--- src/rtl/uart_pkg.sv ---
// Shared definitions for the UART framing receiver: state encoding,
// default sync marker, output word geometry and a byte-lane mask helper.
package uart_pkg;

  typedef enum logic [2:0] {
    HUNT,
    LEN,
    PAYLOAD,
    CSUM,
    ABORT
  } uart_frame_state_t;

  localparam logic [7:0] DEFAULT_SYNC_BYTE = 8'hA5;
  localparam int         WORD_W            = 32;
  localparam int         LANES             = WORD_W / 8;

  // Contiguous keep mask for n bytes held (0..4) starting at lane 0.
  function automatic logic [LANES-1:0] lane_mask(input logic [2:0] n);
    logic [LANES-1:0] m;
    case (n)
      3'd0:    m = 4'b0000;
      3'd1:    m = 4'b0001;
      3'd2:    m = 4'b0011;
      3'd3:    m = 4'b0111;
      default: m = 4'b1111;
    endcase
    return m;
  endfunction

endpackage

--- src/rtl/uart_frame_timer.sv ---
// Loadable down-counter used as the inter-byte timeout. Reloads to COUNT on
// load, otherwise counts down to zero and holds; expired is high at zero.
module uart_frame_timer #(
  parameter int COUNT = 3000,
  parameter int CNT_W = 16
) (
  input  logic clk,
  input  logic rst,
  input  logic load,
  output logic expired
);

  logic [CNT_W-1:0] count;

  // Count down between reloads, saturating at zero.
  always_ff @(posedge clk or posedge rst) begin
    if (rst) begin
      count <= CNT_W'(COUNT);
    end else if (load) begin
      count <= CNT_W'(COUNT);
    end else if (count != '0) begin
      count <= count - CNT_W'(1);
    end
  end

  assign expired = (count == '0);

endmodule

--- src/rtl/uart_frame_rx.sv ---
// uart_frame_rx: hunts for SYNC_BYTE, reads LEN, packs LEN payload bytes
// little-endian into 32-bit AXI-Stream words and checks the trailing XOR
// checksum. tuser on the tlast word marks a bad or aborted frame.
// Optional feature macro: UART_FRAME_TIMEOUT_EN (inter-byte timeout/abort).
module uart_frame_rx
  import uart_pkg::*;
#(
  parameter logic [7:0] SYNC_BYTE      = DEFAULT_SYNC_BYTE,
  parameter int         TIMEOUT_CYCLES = 3000
) (
  input  logic              aclk,
  input  logic              arst,
  input  logic [7:0]        s_data_tdata,
  input  logic              s_data_tvalid,
  output logic              s_data_tready,
  output logic [WORD_W-1:0] m_word_tdata,
  output logic [LANES-1:0]  m_word_tkeep,
  output logic              m_word_tlast,
  output logic              m_word_tuser,
  output logic              m_word_tvalid,
  input  logic              m_word_tready,
  output logic              drop_pulse
);

  if (TIMEOUT_CYCLES < 1 || TIMEOUT_CYCLES > 65535) begin : g_bad_timeout
    $error("uart_frame_rx: TIMEOUT_CYCLES must be within 1..65535");
  end

  uart_frame_state_t state, state_n;

  logic [WORD_W-1:0] pack, pack_n, pack_ins, pack_base;
  logic [2:0]        pack_cnt, pack_cnt_n;
  logic              pack_full, pack_full_n;
  logic [7:0]        cnt, cnt_n;
  logic [7:0]        csum, csum_n;
  logic [WORD_W-1:0] data_n;
  logic [LANES-1:0]  keep_n;
  logic              last_n, user_n, vld_n, drop_n;
  logic [1:0]        lane;
  logic              out_free, byte_hs, timeout, quiet_abort, mismatch;

  assign out_free      = !m_word_tvalid || m_word_tready;
  // Stall only when a finished word or the closing word has nowhere to go.
  assign s_data_tready = !((pack_full || state == CSUM) && !out_free);
  assign byte_hs       = s_data_tvalid && s_data_tready;
  assign lane          = pack_full ? 2'd0 : pack_cnt[1:0];
  assign pack_base     = pack_full ? '0 : pack;
  assign pack_ins      = pack_base | (WORD_W'(s_data_tdata) << {lane, 3'b000});
  assign mismatch      = (s_data_tdata != csum);

`ifdef UART_FRAME_TIMEOUT_EN
  logic expired, got_byte;

  uart_frame_timer #(
    .COUNT (TIMEOUT_CYCLES),
    .CNT_W (16)
  ) u_timer (
    .clk     (aclk),
    .rst     (arst),
    .load    (byte_hs || state == HUNT),
    .expired (expired)
  );

  // Remember whether this frame has received any payload byte yet.
  always_ff @(posedge aclk or posedge arst) begin
    if (arst) begin
      got_byte <= 1'b0;
    end else if (state != PAYLOAD) begin
      got_byte <= 1'b0;
    end else if (byte_hs) begin
      got_byte <= 1'b1;
    end
  end

  assign timeout     = expired && (state != HUNT);
  assign quiet_abort = !got_byte;
`else
  assign timeout     = 1'b0;
  assign quiet_abort = 1'b1;
`endif

  // State register.
  always_ff @(posedge aclk or posedge arst) begin
    if (arst) begin
      state <= HUNT;
    end else begin
      state <= state_n;
    end
  end

  // Next-state logic and next values for pack, checksum and output register.
  always_comb begin
    state_n     = state;
    pack_n      = pack;
    pack_cnt_n  = pack_cnt;
    pack_full_n = pack_full;
    cnt_n       = cnt;
    csum_n      = csum;
    data_n      = m_word_tdata;
    keep_n      = m_word_tkeep;
    last_n      = m_word_tlast;
    user_n      = m_word_tuser;
    vld_n       = m_word_tvalid && !m_word_tready;
    drop_n      = 1'b0;

    // A completed word parked in the pack register moves out once room opens.
    if (state == PAYLOAD && pack_full && out_free) begin
      data_n      = pack;
      keep_n      = '1;
      last_n      = 1'b0;
      user_n      = 1'b0;
      vld_n       = 1'b1;
      pack_n      = '0;
      pack_cnt_n  = '0;
      pack_full_n = 1'b0;
    end

    case (state)
      HUNT: begin
        if (byte_hs && s_data_tdata == SYNC_BYTE) begin
          state_n = LEN;
        end
      end
      LEN: begin
        if (byte_hs) begin
          if (s_data_tdata == 8'd0) begin
            drop_n  = 1'b1;
            state_n = HUNT;
          end else begin
            cnt_n       = s_data_tdata;
            csum_n      = s_data_tdata;
            pack_n      = '0;
            pack_cnt_n  = '0;
            pack_full_n = 1'b0;
            state_n     = PAYLOAD;
          end
        end else if (timeout) begin
          drop_n  = 1'b1;
          state_n = HUNT;
        end
      end
      PAYLOAD: begin
        if (byte_hs) begin
          csum_n = csum ^ s_data_tdata;
          cnt_n  = cnt - 8'd1;
          if (cnt != 8'd1 && lane == 2'd3 && out_free) begin
            data_n     = pack_ins;
            keep_n     = '1;
            last_n     = 1'b0;
            user_n     = 1'b0;
            vld_n      = 1'b1;
            pack_n     = '0;
            pack_cnt_n = '0;
          end else begin
            pack_n      = pack_ins;
            pack_cnt_n  = {1'b0, lane} + 3'd1;
            pack_full_n = (cnt != 8'd1) && (lane == 2'd3);
          end
          if (cnt == 8'd1) begin
            state_n = CSUM;
          end
        end else if (timeout) begin
          if (quiet_abort) begin
            drop_n  = 1'b1;
            state_n = HUNT;
          end else begin
            state_n = ABORT;
          end
        end
      end
      CSUM: begin
        if (byte_hs) begin
          data_n      = pack;
          keep_n      = lane_mask(pack_cnt);
          last_n      = 1'b1;
          user_n      = mismatch;
          vld_n       = 1'b1;
          drop_n      = mismatch;
          pack_n      = '0;
          pack_cnt_n  = '0;
          pack_full_n = 1'b0;
          state_n     = HUNT;
        end
      end
      ABORT: begin
        if (out_free) begin
          data_n      = pack;
          keep_n      = lane_mask(pack_cnt);
          last_n      = 1'b1;
          user_n      = 1'b1;
          vld_n       = 1'b1;
          drop_n      = 1'b1;
          pack_n      = '0;
          pack_cnt_n  = '0;
          pack_full_n = 1'b0;
          state_n     = HUNT;
        end
      end
      default: begin
        state_n = HUNT;
      end
    endcase
  end

  // Datapath and output registers; everything clears on reset.
  always_ff @(posedge aclk or posedge arst) begin
    if (arst) begin
      pack          <= '0;
      pack_cnt      <= '0;
      pack_full     <= 1'b0;
      cnt           <= '0;
      csum          <= '0;
      m_word_tdata  <= '0;
      m_word_tkeep  <= '0;
      m_word_tlast  <= 1'b0;
      m_word_tuser  <= 1'b0;
      m_word_tvalid <= 1'b0;
      drop_pulse    <= 1'b0;
    end else begin
      pack          <= pack_n;
      pack_cnt      <= pack_cnt_n;
      pack_full     <= pack_full_n;
      cnt           <= cnt_n;
      csum          <= csum_n;
      m_word_tdata  <= data_n;
      m_word_tkeep  <= keep_n;
      m_word_tlast  <= last_n;
      m_word_tuser  <= user_n;
      m_word_tvalid <= vld_n;
      drop_pulse    <= drop_n;
    end
  end

endmodule

--- config.mk ---
export PLATFORM = sky130hd
export DESIGN_NAME = uart_frame_rx
export DESIGN_NICKNAME = d
export VERILOG_FILES = /design/src/rtl/uart_pkg.sv /design/src/rtl/uart_frame_timer.sv /design/src/rtl/uart_frame_rx.sv
export SDC_FILE = /design/constraint.sdc
export NUM_CORES = 1
export LEC_CHECK = 0
export BUFFER_PORTS_ARGS = -buffer_cell sky130_fd_sc_hd__buf_2
export CORE_UTILIZATION = 35
export CTS_CLUSTER_DIAMETER = 100
export DETAILED_ROUTE_END_ITERATION = 6
export GPL_ROUTABILITY_DRIVEN = 0
export GPL_TIMING_DRIVEN = 0
export HOLD_SLACK_MARGIN = 0.02
export SLEW_MARGIN = 15
export SYNTH_ARGS = -nofsm -noshare
export SYNTH_HDL_FRONTEND = slang
export SYNTH_SLANG_ARGS = --single-unit
--- constraint.sdc ---
create_clock -name aclk -period 6 [get_ports aclk]
set_input_delay 1.2 -clock aclk [delete_from_list [all_inputs] [get_ports aclk]]
set_output_delay 1.2 -clock aclk [all_outputs]
set_load 0.05 [all_outputs]
==> out/qor.txt <==
Unrepaired setup endpoints after global routing = no
Post-synth EDFFs = 0
Max Clock Freq = 319 MHz
Row cnt = 39
Minimum clock period = 3140 ps
Final WL = 10100 um
Die Y = 112 um
Post-synthesis cell type count = 54
DRC Markers = 10
Hold Fails Final Rpt = 0
Vias = 3050
Top-count cell post-synth = dfrtp_1
Area contributors post-synth = dfrtp_1 (55%), a22o_1 (6.4%), mux2_2 (5.0%), a21oi_1 (4.2%), nor2_1 (2.5%)
Slowest-stage cell, CP = buf_2
Hold endpoint = m_word_tdata[17]$_DFF_PP0_
Max Cap Violations = 0
H-tree Lvls = 3
Crit-path max FO = 9
Worst EP required = 4800 ps
CTS hold repair buffers = 0
Power share of the clock group = 21.5%
Critical Path AT = 1940 ps
CP startpoint kind = input port
Final ANT Viol Nets = 0
Core area = 11600 um^2
Period utilisation layout = 52.3%
Comb power frac = 43.1%
IR drop worst, VDD = 0.179 mV
Failing checks = DRC
Io pins = 53
Total setup buffers inserted after CTS = 0
Syn Nets = 379
Synthesized area = 4260 um^2
CTS root buf = clkbuf_16
Vias/cell = 5.32
Pleak = 0.00236 uW
Tot GR Track Use = 17.0%
Fill count = 1100
Setup crit end kind = output port
Worst Hold Class = register to register
Area of the multi-input gates = 1670 um^2
Dpl cells = 557
Critical path cell sequence = buf_2 > nor2b_1 > clkbuf_2 > nand2b_1 > buf_2
Die width = 112 um
R2R Path Start = pack_full$_DFF_PP0_
Syn_area_per_cell = 11.7 um^2
CTS tree = yes
Worst path most repeated cell = buf_2
Initial Util = 36.7%
Reg2Reg Depth = 6
Psw = 1190 uW
Die area = 12600 um^2
Total gr overflow = 0
Area Growth Syn to Fin = 18.0%
Synth warnings = 0
Setup TNS = 0 ps
Hold depth = 1
Layout cells sized above 1 = 29.1%
Status = finished, violations left
Sequential share of the synthesized area = 55.3%
Worst Skew = 7.08 ps
Worst-path clk slew = 70 ps
Slew Limit Fails = 0
Yosys top cell by area = dfrtp_1
Worst-Margin Slew = 640 ps
Final instance count without filler cells = 573
Drt pass-1 iters = 6
Largest net degree at the start of global routing = 52
Crit Reg-Reg Endpoint = m_word_tdata[22]$_DFF_PP0_
Sw Share = 42.8%
Gate Count Post-Synth = 365
R2r setup slk = 3860 ps
Post-synthesis register bit count = 94
Asr flop ratio synth = 100%
Internal power = 1590 uW
Commonest cells in the netlist = dfrtp_1 (94), a21oi_1 (36), a22o_1 (31)
Prevailing post-synth register cell = dfrtp_1
Starting DRT DRC Count = 238
Vias in the first global route = 3038
Estimated wirelength of the detail-placed design = 7000 um
PortBufs = 48
Skew-Pair Late Insertion Delay = 340 ps
Post-CTS resize count = 0
Nets = 439
Part of the power in registers = 35.4%
Clock tree buffer depth = 2
CP peak stage delay = 220 ps
Hold Startpoint = m_word_tdata[17]$_DFF_PP0_
Final setup vio count = 0
Setup Crit Path Kind = input port to output port
Antenna violations before repair = 0
Diodes inserted = 0
First-pass GRT wire length = 16700 um
PwrDens = 555 nW/um^2
Area share of the largest cell type after synthesis = 55.3%
Seq. cell area = 2350 um^2
Sink Count = 94
TritonCTS buffer count = 9
Slew HR = 57.1%
Drt wl/cell = 17.5 um
==> metal layers <==
metal  vias to the layer above  track usage (%)  wire, um
met5                         -                0         0
met4                         0             5.16        74
met3                         7             2.81       494
met1                      1510             24.2      4530
li1                       1449                -         -
met2                        84             26.8      4950
==> layout make-up <==
cell class,instances,share of cell area (%)
flip-flops and latches,94,46.8
multi-input cells,238,33.2
repair buffers,49,5.33
clock buffers,10,4.76
plain buffers,26,4.24
well taps,143,3.56
clock inverters,6,1.52
inverters,7,0.573
==> worst max path at each step <==
stage / from / to / slack, ps / cells past startpoint
floorplan: arst / cnt[0]$_DFFE_PP0P_ / 2350 / 1
global placement: arst / csum[3]$_DFFE_PP0P_ / 1290 / 2
detailed placement: m_word_tready / s_data_tready / 2860 / 5
CTS: m_word_tready / s_data_tready / 2860 / 5
global route: m_word_tready / s_data_tready / 2810 / 5
finish: m_word_tready / s_data_tready / 2860 / 5
==> power groups by stage <==
| stage | Sequential, uW | Clock (uW) | Combinational (uW) |
|---|---|---|---|
| after CTS | 988 | 613 | 1200 |
| final | 987 | 598 | 1200 |
| after detailed placement | 999 | 0 | 1200 |
| after global placement | 987 | 0 | 1180 |
| after floorplan | 1280 | 0 | 632 |
| after global routing | 1020 | 633 | 1300 |
==> per-stage QoR <==
stage	hold WS (ps)	utilization (%)	setup slack, ps	cell area (um^2)	power [uW]
after floorplan	465	-	2350	4260	1910
after global placement	467	40.3	1290	4680	2170
after detailed placement	474	40.5	2860	4710	2200
after CTS	490	43.2	2860	5020	2810
after global routing	502	43.2	2810	5020	2940
final	484	43.2	2860	5020	2780
==> sequential cells by signal, indices dropped and copies added (netlist names) <==
register       cells
m_word_tdata      32
m_word_tuser       1
pack_full          1
drop_pulse         1
m_word_tkeep       4
state              2
m_word_tvalid      1
pack_cnt           3
m_word_tlast       1
csum               8
cnt                8
pack              32
==> critical path: cells and delay by family <==
kind	cells	cell delay [ps]
buffers and inverters	3	530
and+or+nand+nor	2	190
==> layout by cell type (no fill, tap or decap), types with 8 or more instances in the layout <==
master / count
xnor2_1: 8
dfrtp_1: 94
a31oi_1: 9
a22o_1: 31
nor2_1: 28
a21oi_1: 36
buf_4: 9
buf_2: 50
o21ai_0: 12
buf_6: 9
clkbuf_16: 9
mux2_2: 19
nand2b_1: 11
nand2_1: 16
==> kinds of logic after synthesis <==
kind of cell / synth area share [%]
DFF: 55.3
muxes: 6.35
xor gates and xnor gates: 1.65
and+or+nand+nor: 11.5
buffers and inverters: 5.61
AOI/OAI and AO/OA: 19.1
adders and majority gates: 0.588
No activity file was read; power rests on OpenSTA's default activity.
